<file path="src/rtl/bist_pkg.sv">
// Shared types and defaults for the ALU BIST engine.
// Optional per-vector compare is enabled by defining BIST_VECTOR_CMP_EN.
package bist_pkg;

  typedef enum logic [1:0] {
    S_IDLE  = 2'd0,
    S_RUN   = 2'd1,
    S_DRAIN = 2'd2,
    S_DONE  = 2'd3
  } bist_state_e;

  // Response word and MISR are one bit wider than the operands (carry).
  function automatic int unsigned resp_width(input int unsigned width);
    return width + 1;
  endfunction

  localparam logic [7:0]  DEF_LFSR_POLY = 8'hB8;
  localparam logic [8:0]  DEF_MISR_POLY = 9'h11D;
  localparam logic [7:0]  DEF_SEED_A    = 8'h01;
  localparam logic [7:0]  DEF_SEED_B    = 8'h5A;
  localparam int unsigned IDX_W         = 16;

endpackage

</file>
<file path="src/rtl/bist_lfsr.sv">
// Fibonacci-style operand LFSR with seed load; a zero seed is replaced by 1
// so the register can never lock up in the all-zero state.
module bist_lfsr #(
  parameter int unsigned       WIDTH = 8,
  parameter logic [WIDTH-1:0]  POLY  = 8'hB8,
  parameter logic [WIDTH-1:0]  SEED  = 8'h01
) (
  input  logic             i_clk,
  input  logic             i_reset,
  input  logic             i_load,
  input  logic             i_advance,
  output logic [WIDTH-1:0] o_q
);

  localparam logic [WIDTH-1:0] SEED_EFF = (SEED == '0) ? WIDTH'(1) : SEED;

  logic [WIDTH-1:0] r_q;

  always_ff @(posedge i_clk) begin
    if (i_reset || i_load) begin
      r_q <= SEED_EFF;
    end else if (i_advance) begin
      r_q <= {r_q[WIDTH-2:0], ^(r_q & POLY)};
    end
  end

  assign o_q = r_q;

endmodule

</file>
<file path="src/rtl/bist_misr_controller.sv">
// ALU self-test master: LFSR operands, cycling opcode, MISR compaction and
// golden-signature check. Define BIST_VECTOR_CMP_EN for per-vector compare.
module bist_misr_controller
  import bist_pkg::*;
#(
  parameter int unsigned       WIDTH        = 8,
  parameter int unsigned       SEL_W        = 4,
  parameter int unsigned       NUM_PATTERNS = 256,
  parameter int unsigned       DUT_LAT      = 0,
  parameter logic [WIDTH-1:0]  LFSR_POLY    = DEF_LFSR_POLY,
  parameter logic [WIDTH-1:0]  SEED_A       = DEF_SEED_A,
  parameter logic [WIDTH-1:0]  SEED_B       = DEF_SEED_B,
  parameter logic [WIDTH:0]    MISR_POLY    = DEF_MISR_POLY,
  parameter logic [WIDTH:0]    GOLDEN_SIG   = '0
) (
  input  logic             clk,
  input  logic             reset,
  input  logic             start,
  output logic [WIDTH-1:0] a,
  output logic [WIDTH-1:0] b,
  output logic [SEL_W-1:0] alu_sel,
  input  logic [WIDTH-1:0] alu_out,
  input  logic             carry_out,
  output logic             busy,
  output logic             done,
  output logic             pass,
  output logic [WIDTH:0]   signature
`ifdef BIST_VECTOR_CMP_EN
  ,
  input  logic [WIDTH:0]   exp_data,
  output logic             fail_seen,
  output logic [IDX_W-1:0] first_fail_idx
`endif
);

  localparam int unsigned RW    = resp_width(WIDTH);
  localparam int unsigned CNT_W = (NUM_PATTERNS > 1) ? $clog2(NUM_PATTERNS) : 1;

  bist_state_e      r_state;
  logic [SEL_W-1:0] r_sel;
  logic [CNT_W-1:0] r_cnt;
  logic [1:0]       r_drain;
  logic [RW-1:0]    r_sig;
  logic             r_busy;
  logic             r_done;
  logic             r_pass;

  logic             w_launch;
  logic             w_run;
  logic             w_last;
  logic             w_drain_last;
  logic             w_enter_done;
  logic             w_valid;
  logic [RW-1:0]    w_resp;
  logic [RW-1:0]    w_sig_next;
  logic [RW-1:0]    w_sig_final;
  logic             w_pass;

  assign w_run        = (r_state == S_RUN);
  assign w_launch     = start && ((r_state == S_IDLE) || (r_state == S_DONE));
  assign w_last       = w_run && (r_cnt == CNT_W'(NUM_PATTERNS - 1));
  assign w_drain_last = (r_state == S_DRAIN) && (r_drain == 2'(DUT_LAT - 1));
  assign w_enter_done = (w_last && (DUT_LAT == 0)) || w_drain_last;

  bist_lfsr #(.WIDTH(WIDTH), .POLY(LFSR_POLY), .SEED(SEED_A)) u_lfsr_a (
    .i_clk    (clk),
    .i_reset  (reset),
    .i_load   (w_launch),
    .i_advance(w_run),
    .o_q      (a)
  );

  bist_lfsr #(.WIDTH(WIDTH), .POLY(LFSR_POLY), .SEED(SEED_B)) u_lfsr_b (
    .i_clk    (clk),
    .i_reset  (reset),
    .i_load   (w_launch),
    .i_advance(w_run),
    .o_q      (b)
  );

  // Marks the cycles in which alu_out/carry_out belong to a presented vector.
  generate
    if (DUT_LAT == 0) begin : g_valid_now
      assign w_valid = w_run;
    end else begin : g_valid_pipe
      logic [DUT_LAT-1:0] r_vpipe;
      always_ff @(posedge clk) begin
        if (reset) begin
          r_vpipe <= '0;
        end else begin
          r_vpipe <= DUT_LAT'({r_vpipe, w_run});
        end
      end
      assign w_valid = r_vpipe[DUT_LAT-1];
    end
  endgenerate

  assign w_resp      = {alu_out, carry_out};
  assign w_sig_next  = {r_sig[RW-2:0], 1'b0} ^ (r_sig[RW-1] ? MISR_POLY : '0) ^ w_resp;
  // Final compaction and DONE entry can share an edge, so judge the next value.
  assign w_sig_final = w_valid ? w_sig_next : r_sig;

`ifdef BIST_VECTOR_CMP_EN
  logic             r_fail_seen;
  logic [IDX_W-1:0] r_first_idx;
  logic [IDX_W-1:0] r_resp_idx;
  logic             w_mis;

  assign w_mis  = w_valid && (w_resp != exp_data);
  assign w_pass = (w_sig_final == GOLDEN_SIG) && !(r_fail_seen || w_mis);

  always_ff @(posedge clk) begin
    if (reset || w_launch) begin
      r_fail_seen <= 1'b0;
      r_first_idx <= '0;
      r_resp_idx  <= '0;
    end else if (w_valid) begin
      r_resp_idx <= r_resp_idx + IDX_W'(1);
      if (w_mis && !r_fail_seen) begin
        r_fail_seen <= 1'b1;
        r_first_idx <= r_resp_idx;
      end
    end
  end

  assign fail_seen      = r_fail_seen;
  assign first_fail_idx = r_first_idx;
`else
  assign w_pass = (w_sig_final == GOLDEN_SIG);
`endif

  always_ff @(posedge clk) begin
    if (reset) begin
      r_state <= S_IDLE;
      r_sel   <= '0;
      r_cnt   <= '0;
      r_drain <= '0;
      r_sig   <= '0;
      r_busy  <= 1'b0;
      r_done  <= 1'b0;
      r_pass  <= 1'b0;
    end else begin
      if (w_valid) begin
        r_sig <= w_sig_next;
      end
      if (w_enter_done) begin
        r_busy <= 1'b0;
        r_done <= 1'b1;
        r_pass <= w_pass;
      end
      case (r_state)
        S_IDLE, S_DONE: begin
          if (start) begin
            r_state <= S_RUN;
            r_sel   <= '0;
            r_cnt   <= '0;
            r_sig   <= '0;
            r_busy  <= 1'b1;
            r_done  <= 1'b0;
            r_pass  <= 1'b0;
          end
        end
        S_RUN: begin
          r_sel <= r_sel + SEL_W'(1);
          r_cnt <= r_cnt + CNT_W'(1);
          if (w_last) begin
            r_drain <= '0;
            r_state <= (DUT_LAT == 0) ? S_DONE : S_DRAIN;
          end
        end
        S_DRAIN: begin
          r_drain <= r_drain + 2'(1);
          if (w_drain_last) begin
            r_state <= S_DONE;
          end
        end
        default: r_state <= S_IDLE;
      endcase
    end
  end

  assign alu_sel   = r_sel;
  assign busy      = r_busy;
  assign done      = r_done;
  assign pass      = r_pass;
  assign signature = r_sig;

endmodule

</file>
<file path="config.mk">
export PLATFORM = sky130hd
export DESIGN_NAME = bist_misr_controller
export DESIGN_NICKNAME = d
export VERILOG_FILES = /design/src/rtl/bist_pkg.sv /design/src/rtl/bist_lfsr.sv /design/src/rtl/bist_misr_controller.sv
export SDC_FILE = /design/constraint.sdc
export NUM_CORES = 1
export LEC_CHECK = 0
export ABC_AREA = 0
export BUFFER_PORTS_ARGS = -buffer_cell sky130_fd_sc_hd__buf_4
export CAP_MARGIN = 20
export CORE_UTILIZATION = 42
export DETAILED_ROUTE_END_ITERATION = 7
export PLACE_DENSITY = 0.68
export SYNTH_ARGS = -nofsm -noshare
export SYNTH_HDL_FRONTEND = slang
export SYNTH_SLANG_ARGS = --single-unit
</file>
<file path="constraint.sdc">
create_clock -name clk -period 2 [get_ports clk]
set_input_delay 0.1 -clock clk [delete_from_list [all_inputs] [get_ports clk]]
set_output_delay 0.1 -clock clk [all_outputs]
set_load 0.01 [all_outputs]
</file>
Yosys cells after proc, flatten, opt, wreduce, memory -nomap -nowiden

Cells that the tools add are included.

Bits of input ports: 12
Word-level logic and storage cells: 62
Register bits: 44

Bitwise operators: 2
Add/sub/neg operators: 3
Equality and inequality tests: 8
Mux-type cells: 23
Reduce and logical (&&, ||, !) cells: 16

Operators with widths:

| kind                | count |
|---|---|
| $mux 9              | 4 |
| $xor 9x9->9         | 2 |
| $pmux 8 s2          | 1 |
| $reduce_xor 8->1    | 2 |
| $logic_not 9->1     | 1 |
| $mux 1              | 9 |
| $add 8x1->8 const B | 1 |
| $eq 8x8->1 const B  | 1 |
| $mux 2              | 4 |
| $mux 8              | 1 |
| $pmux 4 s2          | 1 |
| $eq 2x2->1 const B  | 3 |
| $pmux 2 s3          | 1 |
| $add 4x1->4 const B | 1 |
| $mux 4              | 1 |
| $ne 2x2->1 const B  | 2 |
| $pmux 2 s2          | 1 |
| $reduce_and 2->1    | 2 |
| $reduce_bool 2->1   | 2 |
| $logic_and 1x1->1   | 3 |
| $logic_or 1x1->1    | 3 |
| $reduce_and 3->1    | 1 |
| $add 2x1->2 const B | 1 |
| $eq 2x1->1 const B  | 1 |
| 3 further kinds     | 3 |

Logic depth before layout (Yosys ltp)

Gate-level depths: netlist (run 1).

Depth after elaboration: 8
Mapped depth: 8
Depth with buffers taken out: 7

Hierarchy

From an unflattened synthesis (run 1), not the netlist that was laid out.

Cell total of the unflattened synthesis: 212
Area total of the unflattened synthesis: 2029.4 um^2

Modules (own cells, without submodules):

| module                | cells an instance | instances | seq. area each (um^2) | area an instance (um^2) |
|---|---|---|---|---|
| bist_misr_controller  | 152               | 1         | 560.5                 | 1387.6 |
| bist_lfsr at u_lfsr_a | 31                | 1         | 160.2                 | 334.1 |
| bist_lfsr at u_lfsr_b | 29                | 1         | 160.2                 | 307.8 |

Least setup slack after synthesis (run 1)

Ideal clock, no wire load.

Path kind: register -> register
Start: reg r_state[0]
End: reg r_cnt[6]
Setup time: 133 ps
Cell stages (with the launch flop): 8
Arrival: 1538 ps
Slack: 329 ps
Data required time: 1867 ps
Cells stage by stage: dfxtp_1 inv_1 ha_1 mux2_4 and3_2 nand4_1 xor2_1 nor2_1

Word-level cells in the longest chain between the ends: 4

Ends and longest elaborated chain:

| what                                                             | line                        | source |
|---|---|---|
| from (decl)                                                      | bist_misr_controller.sv:39  | `bist_state_e r_state;` |
| from (signal assigned)                                           | bist_misr_controller.sv:168 | `r_state <= (DUT_LAT == 0) ? S_DONE : S_DRAIN;` |
| $eq 2x2->1 or $logic_not 2->1 (tied branches)                    | bist_misr_controller.sv:151 | `case (r_state)` |
| $reduce_or 2->1                                                  | bist_misr_controller.sv:151 |  |
| $ne 2x2->1 (no source line) or $reduce_bool 2->1 (tied branches) | n/a                         |  |
| $reduce_and 2->1 (no source line)                                | n/a                         |  |
| to (signal assigned)                                             | bist_misr_controller.sv:165 | `r_cnt <= r_cnt + CNT_W'(1);` |
| to (decl)                                                        | bist_misr_controller.sv:41  | `logic [CNT_W-1:0] r_cnt;` |

Parallel ways exist; a longest one is shown, timed or not.
A chain may end at the register's enable or synchronous reset.

Worst setup path after layout (run 1)

Same ends and word-level chain as after synthesis.

==> results of run 1 <==
how the worst max path moves through the flow:
| stage | startpoint | end | slack (ps) | depth (start not counted) |
|---|---|---|---|---|
| finish | r_state[0]$_SDFFE_PP0P_ | r_cnt[6]$_SDFFE_PP0P_ | 220 | 7 |
| detailed placement | r_state[0]$_SDFFE_PP0P_ | r_cnt[6]$_SDFFE_PP0P_ | 240 | 7 |
| CTS | r_state[0]$_SDFFE_PP0P_ | r_cnt[6]$_SDFFE_PP0P_ | 230 | 7 |
| floorplan | r_state[0]$_SDFFE_PP0P_ | r_cnt[6]$_SDFFE_PP0P_ | 330 | 7 |
| global route | r_state[0]$_SDFFE_PP0P_ | r_cnt[6]$_SDFFE_PP0P_ | 120 | 7 |
| global placement | r_state[0]$_SDFFE_PP0P_ | r_cnt[6]$_SDFFE_PP0P_ | 300 | 7 |
cell type report:
| type | instances | area share, % |
|---|---|---|
| tap | 52 | 2.657 |
| sequential | 44 | 35.97 |
| clock inverter | 2 | 1.431 |
| clock buffer | 6 | 2.964 |
| inverter | 3 | 0.4599 |
| multi-input combinational | 151 | 41.49 |
| timing repair buffer | 49 | 15.02 |
registers in the layout (all words and copies together), names as in the netlist:
register and count:
r_state 2, signature 9, r_drain 2, r_cnt 8, u_lfsr_a.o_q 8, alu_sel 4, busy 1, pass 1
u_lfsr_b.o_q 8, done 1
where the power goes:
part           leakage (nW)  internal [W]  switching (W)
logic                 0.604      0.000557       0.000603
registers             0.358       0.00102       0.000149
clock network        0.0552      0.000371       0.000292
worst max-delay path, cell delays in order (launching register included):
cell and delay, ps:
dfxtp_1 360, inv_1 70, ha_1 380, mux2_4 360
and3_2 230, nand4_1 100, xor2_1 140, nor2_1 50
per-stage QoR:
stage                     worst slack (ps)  cell area [um2]  power, W
final                                224.3             2449  0.002993
after global routing                 118.1             2449  0.003202
after CTS                            225.1             2449  0.003024
after detailed placement             237.4             2341  0.002352
after global placement               301.3             2341  0.002335
after floorplan                      328.9             1952  0.001981
cell families after synthesis:
logic type      Yosys count  synth area share [%]
simple gates             73                 17.82
mux                      21                 11.03
compound gates           27                 8.655
xor+xnor                 25                 11.22
buf+inv                  12                 2.948
flops                    44                 45.13
fa+ha+maj                 5                 3.205
per-layer routing:
metal / global-route usage (%) / up-vias / wire (um)
met2: 28.10 / 28 / 1776
met1: 19.77 / 688 / 1807
li1: - / 802 / -
met3: 6.638 / 5 / 158
met5: 0 / - / 0
met4: 6.000 / 0 / 54
cells in the final DEF (no fill, tap or decap), types with 4 or more instances in the layout:
| cell type | n |
|---|---|
| xnor2_1 | 14 |
| ha_1 | 4 |
| clkbuf_8 | 5 |
| xor2_1 | 11 |
| nand3_1 | 6 |
| nor2_1 | 34 |
| nand2_1 | 17 |
| o21ai_0 | 6 |
| buf_4 | 49 |
| dfxtp_1 | 44 |
| a21oi_1 | 10 |
| mux2i_1 | 20 |
==> impl_metrics.env, run 1 <==
export IMPL_outcome="complete, no violations"
export IMPL_seq_area_um2=880.8
export IMPL_p_leak_nw=1.017
export IMPL_core_mm2=0.004414
export IMPL_synth_flop_cell="dfxtp_1"
export IMPL_synth_seq_cells=44
export IMPL_synth_top_area_share_pct=45.13
export IMPL_worstSetupEndpointType="register"
export IMPL_postCtsSetupBuffers=0
export IMPL_clk_latency_ps=290
export IMPL_r2r_start="r_state[0]$_SDFFE_PP0P_"
export IMPL_hold_buffers=0
export IMPL_ys_seq_area_share_pct=45.13
export IMPL_grt_pass1_wl_mm=6.575
export IMPL_fin_crit_sh_pct=88.79
export IMPL_max_freq_ghz=0.5631
export IMPL_maxCapViolCount=0
export IMPL_start_util_pct=44.22
export IMPL_syn_avg_cell_area_um2=9.429
export IMPL_die_w_um=70.17
export IMPL_grt_max_degree=22
export IMPL_ys_warn_count=0
export IMPL_initialDrtViolationCount=50
export IMPL_hold_viol=0
export IMPL_cts_tree="built"
export IMPL_worstPathRequired_ps=2200
export IMPL_syn_area_mm2=0.001952
export IMPL_grt_pass1_vias=1479
export IMPL_worstMarginPinSlew_ps=436.9
export IMPL_path_clk_slew_ps=80
export IMPL_track_usage_pct=16.94
export IMPL_layout_drive_gt1_share_pct=23.92
export IMPL_drt_wl_total_mm=3.796
export IMPL_h_tree_depth=2
export IMPL_antenna_found_initial=0
export IMPL_hpwl_mm=2.801
export IMPL_grt_ovfl_total=0
export IMPL_drtAntennaViolNets=0
export IMPL_vias=1523
export IMPL_multiInputGateArea_mm2=0.001016
export IMPL_yosysMostFrequentCell="dfxtp_1"
export IMPL_critical_path_class="reg -> reg"
export IMPL_min_path_type="in -> reg"
export IMPL_cp_max_fo=6
export IMPL_clkSinkCount=44
export IMPL_slew_headroom_pct=70.57
export IMPL_die_area_mm2=0.004924
export IMPL_ctsResizeCount=0
export IMPL_skew_ps=6.201
export IMPL_holdWs_ps=59.42
export IMPL_num_rows=24
export IMPL_rr_endpoint="r_cnt[6]$_SDFFE_PP0P_"
export IMPL_dieHeight_um=70.17
export IMPL_final_cell_count_no_fill=307
export IMPL_r2r_cells=7
export IMPL_utilization_pct=55.47
export IMPL_min_period_ps=1776
export IMPL_synth_fp_nets=224
export IMPL_cp_arrival_ps=1970
export IMPL_synth_common_cells="dfxtp_1 (44), nor2_1 (34), mux2i_1 (20)"
export IMPL_vias_per_cell=4.961
export IMPL_power_ir_vdd_worst_mv=0.7451
export IMPL_setup_viol=0
export IMPL_fin_tns_setup_ps=0
export IMPL_gp_congestion=0.7394
export IMPL_nets=271
export IMPL_area_growth_pct=25.45
export IMPL_ff2ff_setup_slack_ps=220
export IMPL_async_flop_share_pct=0
export IMPL_min_delay_start="reset"
export IMPL_dr_pass1_iters=4
export IMPL_powerDensity_mw_per_mm2=1222
export IMPL_synth_area_leader_cell="dfxtp_1"
export IMPL_port_buffers=43
export IMPL_cts_buffers_inserted=5
export IMPL_pin_count=44
export IMPL_synth_cells=207
export IMPL_dp_cells=299
export IMPL_whs_path_depth=2
export IMPL_drc=0
export IMPL_clockBufferDepth=2
export IMPL_synth_edf_count=0
export IMPL_insertedDiodeCount=0
export IMPL_finalMaxSlewViolations=0
export IMPL_synth_area_leaders="dfxtp_1 (45%), mux2i_1 (10%), nor2_1 (6.5%), xnor2_1 (6.3%), xor2_1 (4.9%)"
export IMPL_root_buffer="clkbuf_8"
export IMPL_crit_path_start_kind="register"
export IMPL_routedWlPerCell_um=12.36
export IMPL_fillers=426
export IMPL_min_to="r_state[1]$_SDFFE_PP0P_"
export IMPL_rsz0062_at_grt="no"
export IMPL_synth_cell_types=31
(Power assumes the default switching activity.)
==> inputs of run 2 (changes only) <==
--- a/config.mk
+++ b/config.mk
@@ -8,9 +8,9 @@
 export ABC_AREA = 0
 export BUFFER_PORTS_ARGS = -buffer_cell sky130_fd_sc_hd__buf_4
 export CAP_MARGIN = 20
-export CORE_UTILIZATION = 42
+export CORE_UTILIZATION = 50
 export DETAILED_ROUTE_END_ITERATION = 7
-export PLACE_DENSITY = 0.68
+export PLACE_DENSITY = 0.78
 export SYNTH_ARGS = -nofsm -noshare
 export SYNTH_HDL_FRONTEND = slang
 export SYNTH_SLANG_ARGS = --single-unit
==> impl_metrics.env, run 2 (synthesis gave the netlist of run 1 again) <==
export IMPL_total_power_w=0.002871
export IMPL_hpwl_mm=2.703
export IMPL_cts_buffers_inserted=5
export IMPL_fin_tns_setup_ps=0
export IMPL_dieHeight_um=64.48
export IMPL_die_w_um=64.48
export IMPL_drt_wl_total_mm=3.683
export IMPL_dr_pass1_iters=5
export IMPL_grt_max_degree=29
export IMPL_slew_headroom_pct=72.14
export IMPL_hold_viol=0
export IMPL_routedWlPerCell_um=12.20
export IMPL_area_growth_pct=24.04
export IMPL_seq_area_um2=880.8
export IMPL_mostFrequentLayoutCells="buf_4 (48), dfxtp_1 (44), nor2_1 (34)"
export IMPL_final_cell_count_no_fill=302
export IMPL_track_usage_pct=19.26
export IMPL_gp_congestion=0.8087
export IMPL_worstPathRequired_ps=2190
export IMPL_grt_pass1_vias=1391
export IMPL_start_util_pct=52.53
export IMPL_core_mm2=0.003716
export IMPL_max_freq_ghz=0.5654
export IMPL_grt_ovfl_total=0
export IMPL_dp_cells=294
export IMPL_place_area_mm2=0.002328
export IMPL_clk_latency_ps=290
export IMPL_fin_crit_sh_pct=88.44
export IMPL_crit_path_start_kind="register"
export IMPL_nets=270
export IMPL_clockBufferDepth=2
export IMPL_num_rows=22
export IMPL_cp_max_fo=6
export IMPL_cts_tree="built"
export IMPL_largest_reg_flops=9
export IMPL_path_clk_slew_ps=80
export IMPL_die_area_mm2=0.004158
export IMPL_root_buffer="clkbuf_8"
export IMPL_ctsResizeCount=0
export IMPL_vias=1553
export IMPL_insertedDiodeCount=0
export IMPL_vias_per_cell=5.142
export IMPL_antenna_found_initial=0
export IMPL_hold_buffers=0
export IMPL_fillers=338
export IMPL_cp_arrival_ps=1960
export IMPL_maxCapViolCount=0
export IMPL_powerDensity_mw_per_mm2=1186
export IMPL_worstSetupEndpointType="register"
export IMPL_min_period_ps=1769
export IMPL_worstMarginPinSlew_ps=418.0
export IMPL_drtAntennaViolNets=0
export IMPL_outcome="complete, no violations"
export IMPL_pin_count=44
export IMPL_port_buffers=43
export IMPL_r2r_start="r_state[0]$_SDFFE_PP0P_"
export IMPL_initialDrtViolationCount=76
export IMPL_stdcell_area_mm2=0.002421
export IMPL_crit_start="r_state[0]$_SDFFE_PP0P_"
export IMPL_rsz0062_at_grt="no"
export IMPL_setup_viol=0
export IMPL_mostFrequentLayoutCell="buf_4"
export IMPL_clkSinkCount=44
export IMPL_skew_ps=3.704
export IMPL_drc=0
export IMPL_h_tree_depth=2
export IMPL_grt_pass1_wl_mm=6.210
export IMPL_finalMaxSlewViolations=0
export IMPL_min_delay_start="reset"
export IMPL_min_path_type="in -> reg"
export IMPL_critical_path_class="reg -> reg"
export IMPL_p_leak_nw=1.007
export IMPL_postCtsSetupBuffers=0
export IMPL_power_ir_vdd_worst_mv=0.6721
export IMPL_multiInputGateArea_mm2=0.001016
export IMPL_layout_drive_gt1_share_pct=24.02
-- run 2: cell count changes in the layout (fill, tap and decap cells not counted) --
| cell | change |
|---|---|
| buf_4 | -1 |
| bufinv_16 | -1 |
| clkbuf_1 | -1 |
| clkbuf_8 | +1 |
| clkinv_2 | +1 |
-- run 2: critical path, stage by stage, from the launching register on --
cell	delay, ps
dfxtp_1	340
inv_1	60
ha_1	380
mux2_4	360
and3_2	220
nand2_1	80
xor2_1	170
nor2_1	60
-- run 2: final cells by class --
class	instances	share of cell area [%]
multi-input cells	151	41.96
inverters	3	0.4651
well taps	48	2.481
flip-flops and latches	44	36.38
clock inverters	2	0.4134
repair buffers	48	14.88
clock buffers	6	3.411
-- run 2: path summary, 6_finish.rpt --
kind	endpoint	cells past startpoint	slack (ps)
worst max-delay path	r_cnt[4]$_SDFFE_PP0P_	7	230
worst max register to register	r_cnt[4]$_SDFFE_PP0P_	7	230
worst min register to register	done$_SDFF_PP0_	2	460
worst min-delay path	busy$_SDFF_PP0_	2	50
-- run 2: routing by layer --
layer	wire length [um]	vias to the layer above	global-route usage (%)	part of all wire, %
li1	-	795	-	-
met1	1709	718	23.76	46
met2	1670	34	30.79	45
met3	252	6	7.042	6.8
met4	51	0	6.667	1.4
met5	0	-	0	0
-- run 2: power breakdown --
group | leakage, nW | switching, W | internal, W | total (W)
registers | 0.358 | 0.000144 | 0.00102 | 0.00116
clock network | 0.0510 | 0.000289 | 0.000276 | 0.000565
logic | 0.598 | 0.000595 | 0.000547 | 0.00114
total | 1.01 | 0.00103 | 0.00184 | 0.00287
-- run 2: metrics by stage --
step / hold WS [ps] / worst slack, ps / util [%]
2_1_floorplan: 254.8 / 328.9 / -
3_5_place_dp: 364.8 / 250.1 / 62.66
5_1_grt: 52.67 / 161.1 / 65.15
6_report: 52.07 / 231.3 / 65.15
3_3_place_gp: 360.5 / 300.3 / 62.66
4_1_cts: 45.11 / 238.2 / 65.15
==> inputs of run 3 (changes only) <==
--- a/config.mk
+++ b/config.mk
@@ -5,12 +5,13 @@
 export SDC_FILE = /design/constraint.sdc
 export NUM_CORES = 1
 export LEC_CHECK = 0
-export ABC_AREA = 0
+export ABC_AREA = 1
 export BUFFER_PORTS_ARGS = -buffer_cell sky130_fd_sc_hd__buf_4
 export CAP_MARGIN = 20
 export CORE_UTILIZATION = 50
 export DETAILED_ROUTE_END_ITERATION = 7
-export PLACE_DENSITY = 0.78
+export PLACE_DENSITY = 0.77
 export SYNTH_ARGS = -nofsm -noshare
 export SYNTH_HDL_FRONTEND = slang
+export SYNTH_HIERARCHICAL = 1
 export SYNTH_SLANG_ARGS = --single-unit
==> impl_metrics.env, run 3 <==
export IMPL_core_mm2=0.004115
export IMPL_setup_viol=0
export IMPL_outcome="complete, no violations"
export IMPL_p_leak_nw=1.262
export IMPL_yosysMostFrequentCell="nand2_1"
export IMPL_clkSinkCount=44
export IMPL_fillers=389
export IMPL_fin_tns_setup_ps=0
export IMPL_synth_seq_cells=44
export IMPL_synth_edf_count=0
export IMPL_area_growth_pct=21.19
export IMPL_initialDrtViolationCount=59
export IMPL_path_clk_slew_ps=70
export IMPL_rsz0062_at_grt="no"
export IMPL_min_delay_start="reset"
export IMPL_whs_path_depth=2
export IMPL_crit_path_start_kind="register"
export IMPL_routedWlPerCell_um=10.91
export IMPL_worstSetupEndpointType="register"
export IMPL_critical_path_class="reg -> reg"
export IMPL_layout_drive_gt1_share_pct=20.89
export IMPL_powerDensity_mw_per_mm2=1319
export IMPL_seq_area_um2=880.8
export IMPL_num_rows=23
export IMPL_worstMarginPinSlew_ps=378.3
export IMPL_vias_per_cell=4.978
export IMPL_die_w_um=68.55
export IMPL_finalMaxSlewViolations=0
export IMPL_die_area_mm2=0.004699
export IMPL_hpwl_mm=3.320
export IMPL_skew_ps=9.786
export IMPL_synth_top_area_share_pct=39.77
export IMPL_synth_area_leaders="dfxtp_1 (40%), nand2_1 (17%), inv_1 (7.3%), a21oi_1 (4.7%), nor2_1 (4.1%)"
export IMPL_maxCapViolCount=0
export IMPL_vias=2036
export IMPL_min_period_ps=1770
export IMPL_clk_latency_ps=290
export IMPL_rr_endpoint="r_cnt[6]$_SDFFE_PP0P_"
export IMPL_synth_common_cells="nand2_1 (102), dfxtp_1 (44), inv_1 (43)"
export IMPL_r2r_cells=10
export IMPL_cts_tree="built"
export IMPL_synth_cell_types=36
export IMPL_dr_pass1_iters=4
export IMPL_cts_buffers_inserted=5
export IMPL_grt_pass1_vias=1809
export IMPL_track_usage_pct=21.18
export IMPL_cp_max_fo=7
export IMPL_h_tree_depth=2
export IMPL_multiInputGateArea_mm2=0.001105
export IMPL_slew_headroom_pct=74.78
export IMPL_async_flop_share_pct=0
export IMPL_ff2ff_setup_slack_ps=230
export IMPL_hold_viol=0
export IMPL_r2r_start="r_state[0]$_SDFFE_PP0P_"
export IMPL_grt_max_degree=37
export IMPL_antenna_found_initial=0
export IMPL_worstPathRequired_ps=2230
export IMPL_ys_warn_count=6
export IMPL_insertedDiodeCount=0
export IMPL_nets=377
export IMPL_hold_buffers=0
export IMPL_max_freq_ghz=0.5650
export IMPL_fin_crit_sh_pct=88.49
export IMPL_gp_congestion=0.8122
export IMPL_start_util_pct=53.82
export IMPL_drt_wl_total_mm=4.461
export IMPL_min_to="r_state[0]$_SDFFE_PP0P_"
export IMPL_largest_reg_flops=9
export IMPL_place_ws_ps=244.2
export IMPL_grt_ovfl_total=0
export IMPL_synth_flop_cell="dfxtp_1"
export IMPL_syn_area_mm2=0.002215
export IMPL_synth_fp_nets=331
export IMPL_syn_avg_cell_area_um2=7.053
export IMPL_dieHeight_um=68.55
export IMPL_pin_count=44
export IMPL_drc=0
export IMPL_postCtsSetupBuffers=0
export IMPL_synth_area_leader_cell="dfxtp_1"
export IMPL_synth_cells=314
export IMPL_port_buffers=43
export IMPL_mostFrequentLayoutCell="nand2_1"
export IMPL_min_path_type="in -> reg"
export IMPL_drtAntennaViolNets=0
export IMPL_fin_ws_ps=230.1
export IMPL_ys_seq_area_share_pct=39.77
export IMPL_cp_arrival_ps=2000
export IMPL_root_buffer="clkbuf_8"
export IMPL_grt_pass1_wl_mm=7.369
export IMPL_mostFrequentLayoutCells="nand2_1 (102), dfxtp_1 (44), buf_4 (44)"
export IMPL_clockBufferDepth=2
export IMPL_ctsResizeCount=0
export IMPL_power_ir_vdd_worst_mv=0.6221
run 3: cell count changes after synthesis, moves of 5 or more:
cell and change:
nand3_1 +9, xor2_1 -10, inv_1 +40, nor2_1 -10, nand2_1 +85, a21oi_1 +11
a211oi_2 +5, mux2i_1 -20, xnor2_1 -13
run 3: cell type report:
| class | count | area share (%) |
|---|---|---|
| sequential | 44 | 32.82 |
| clock buffer | 5 | 2.564 |
| tap | 50 | 2.331 |
| multi-input combinational | 216 | 41.17 |
| clock inverter | 1 | 1.119 |
| timing repair buffer | 45 | 13.05 |
| inverter | 48 | 6.946 |
run 3: logic make-up after synthesis:
| kind of cell | share of synthesized area (%) |
|---|---|
| DFF | 39.77 |
| and+or+nand+nor | 31.53 |
| AOI/OAI and AO/OA | 14.75 |
| adders and majority gates | 2.825 |
| xor gates and xnor gates | 0.7911 |
| buffers and inverters | 10.34 |
run 3: worst max-delay path by stage:
stage                            startpoint               endpoint  slack [ps]  depth (start not counted)
finish              r_state[0]$_SDFFE_PP0P_  r_cnt[6]$_SDFFE_PP0P_         230                         10
global route        r_state[0]$_SDFFE_PP0P_  r_cnt[6]$_SDFFE_PP0P_          40                         10
CTS                 r_state[0]$_SDFFE_PP0P_  r_cnt[6]$_SDFFE_PP0P_         230                         10
detailed placement  r_state[0]$_SDFFE_PP0P_  r_cnt[7]$_SDFFE_PP0P_         240                          8
global placement    r_state[0]$_SDFFE_PP0P_  r_cnt[7]$_SDFFE_PP0P_         310                          8
floorplan           r_state[1]$_SDFFE_PP0P_  r_cnt[7]$_SDFFE_PP0P_         310                          9
run 3: worst max-delay path, stage by stage (launching register included):
cell	delay [ps]
dfxtp_1	330
inv_1	70
ha_1	380
nand2_2	130
inv_1	80
nor2_1	120
inv_1	70
nand2_1	200
inv_1	100
a21oi_1	120
o21a_1	120
run 3: stage by stage:
| step | util [%] | hold slack (ps) | cells | total power [W] | cell area (um2) |
|---|---|---|---|---|---|
| finish | 65.22 | 58.26 | 409 | 0.003540 | 2684 |
| global placement | 62.82 | 352.0 | 403 | 0.002876 | 2585 |
| detailed placement | 62.82 | 359.5 | 403 | 0.002915 | 2585 |
| CTS | 65.22 | 44.07 | 409 | 0.003567 | 2684 |
| global route | 65.22 | 55.44 | 409 | 0.003850 | 2684 |
| floorplan | - | 294.1 | 314 | 0.002432 | 2215 |
run 3: power breakdown:
part	internal [W]	switching (W)	leakage (nW)
sequential	0.00107	0.000173	0.359
clock	0.000359	0.000284	0.0501
combinational	0.000668	0.000987	0.853
total	0.00210	0.00144	1.26
run 3: layer usage:
metal	global-route usage (%)	wire length, um
met1	23.48	2053
met2	38.60	2232
met3	5.921	143
met4	6.771	31
met5	0	0
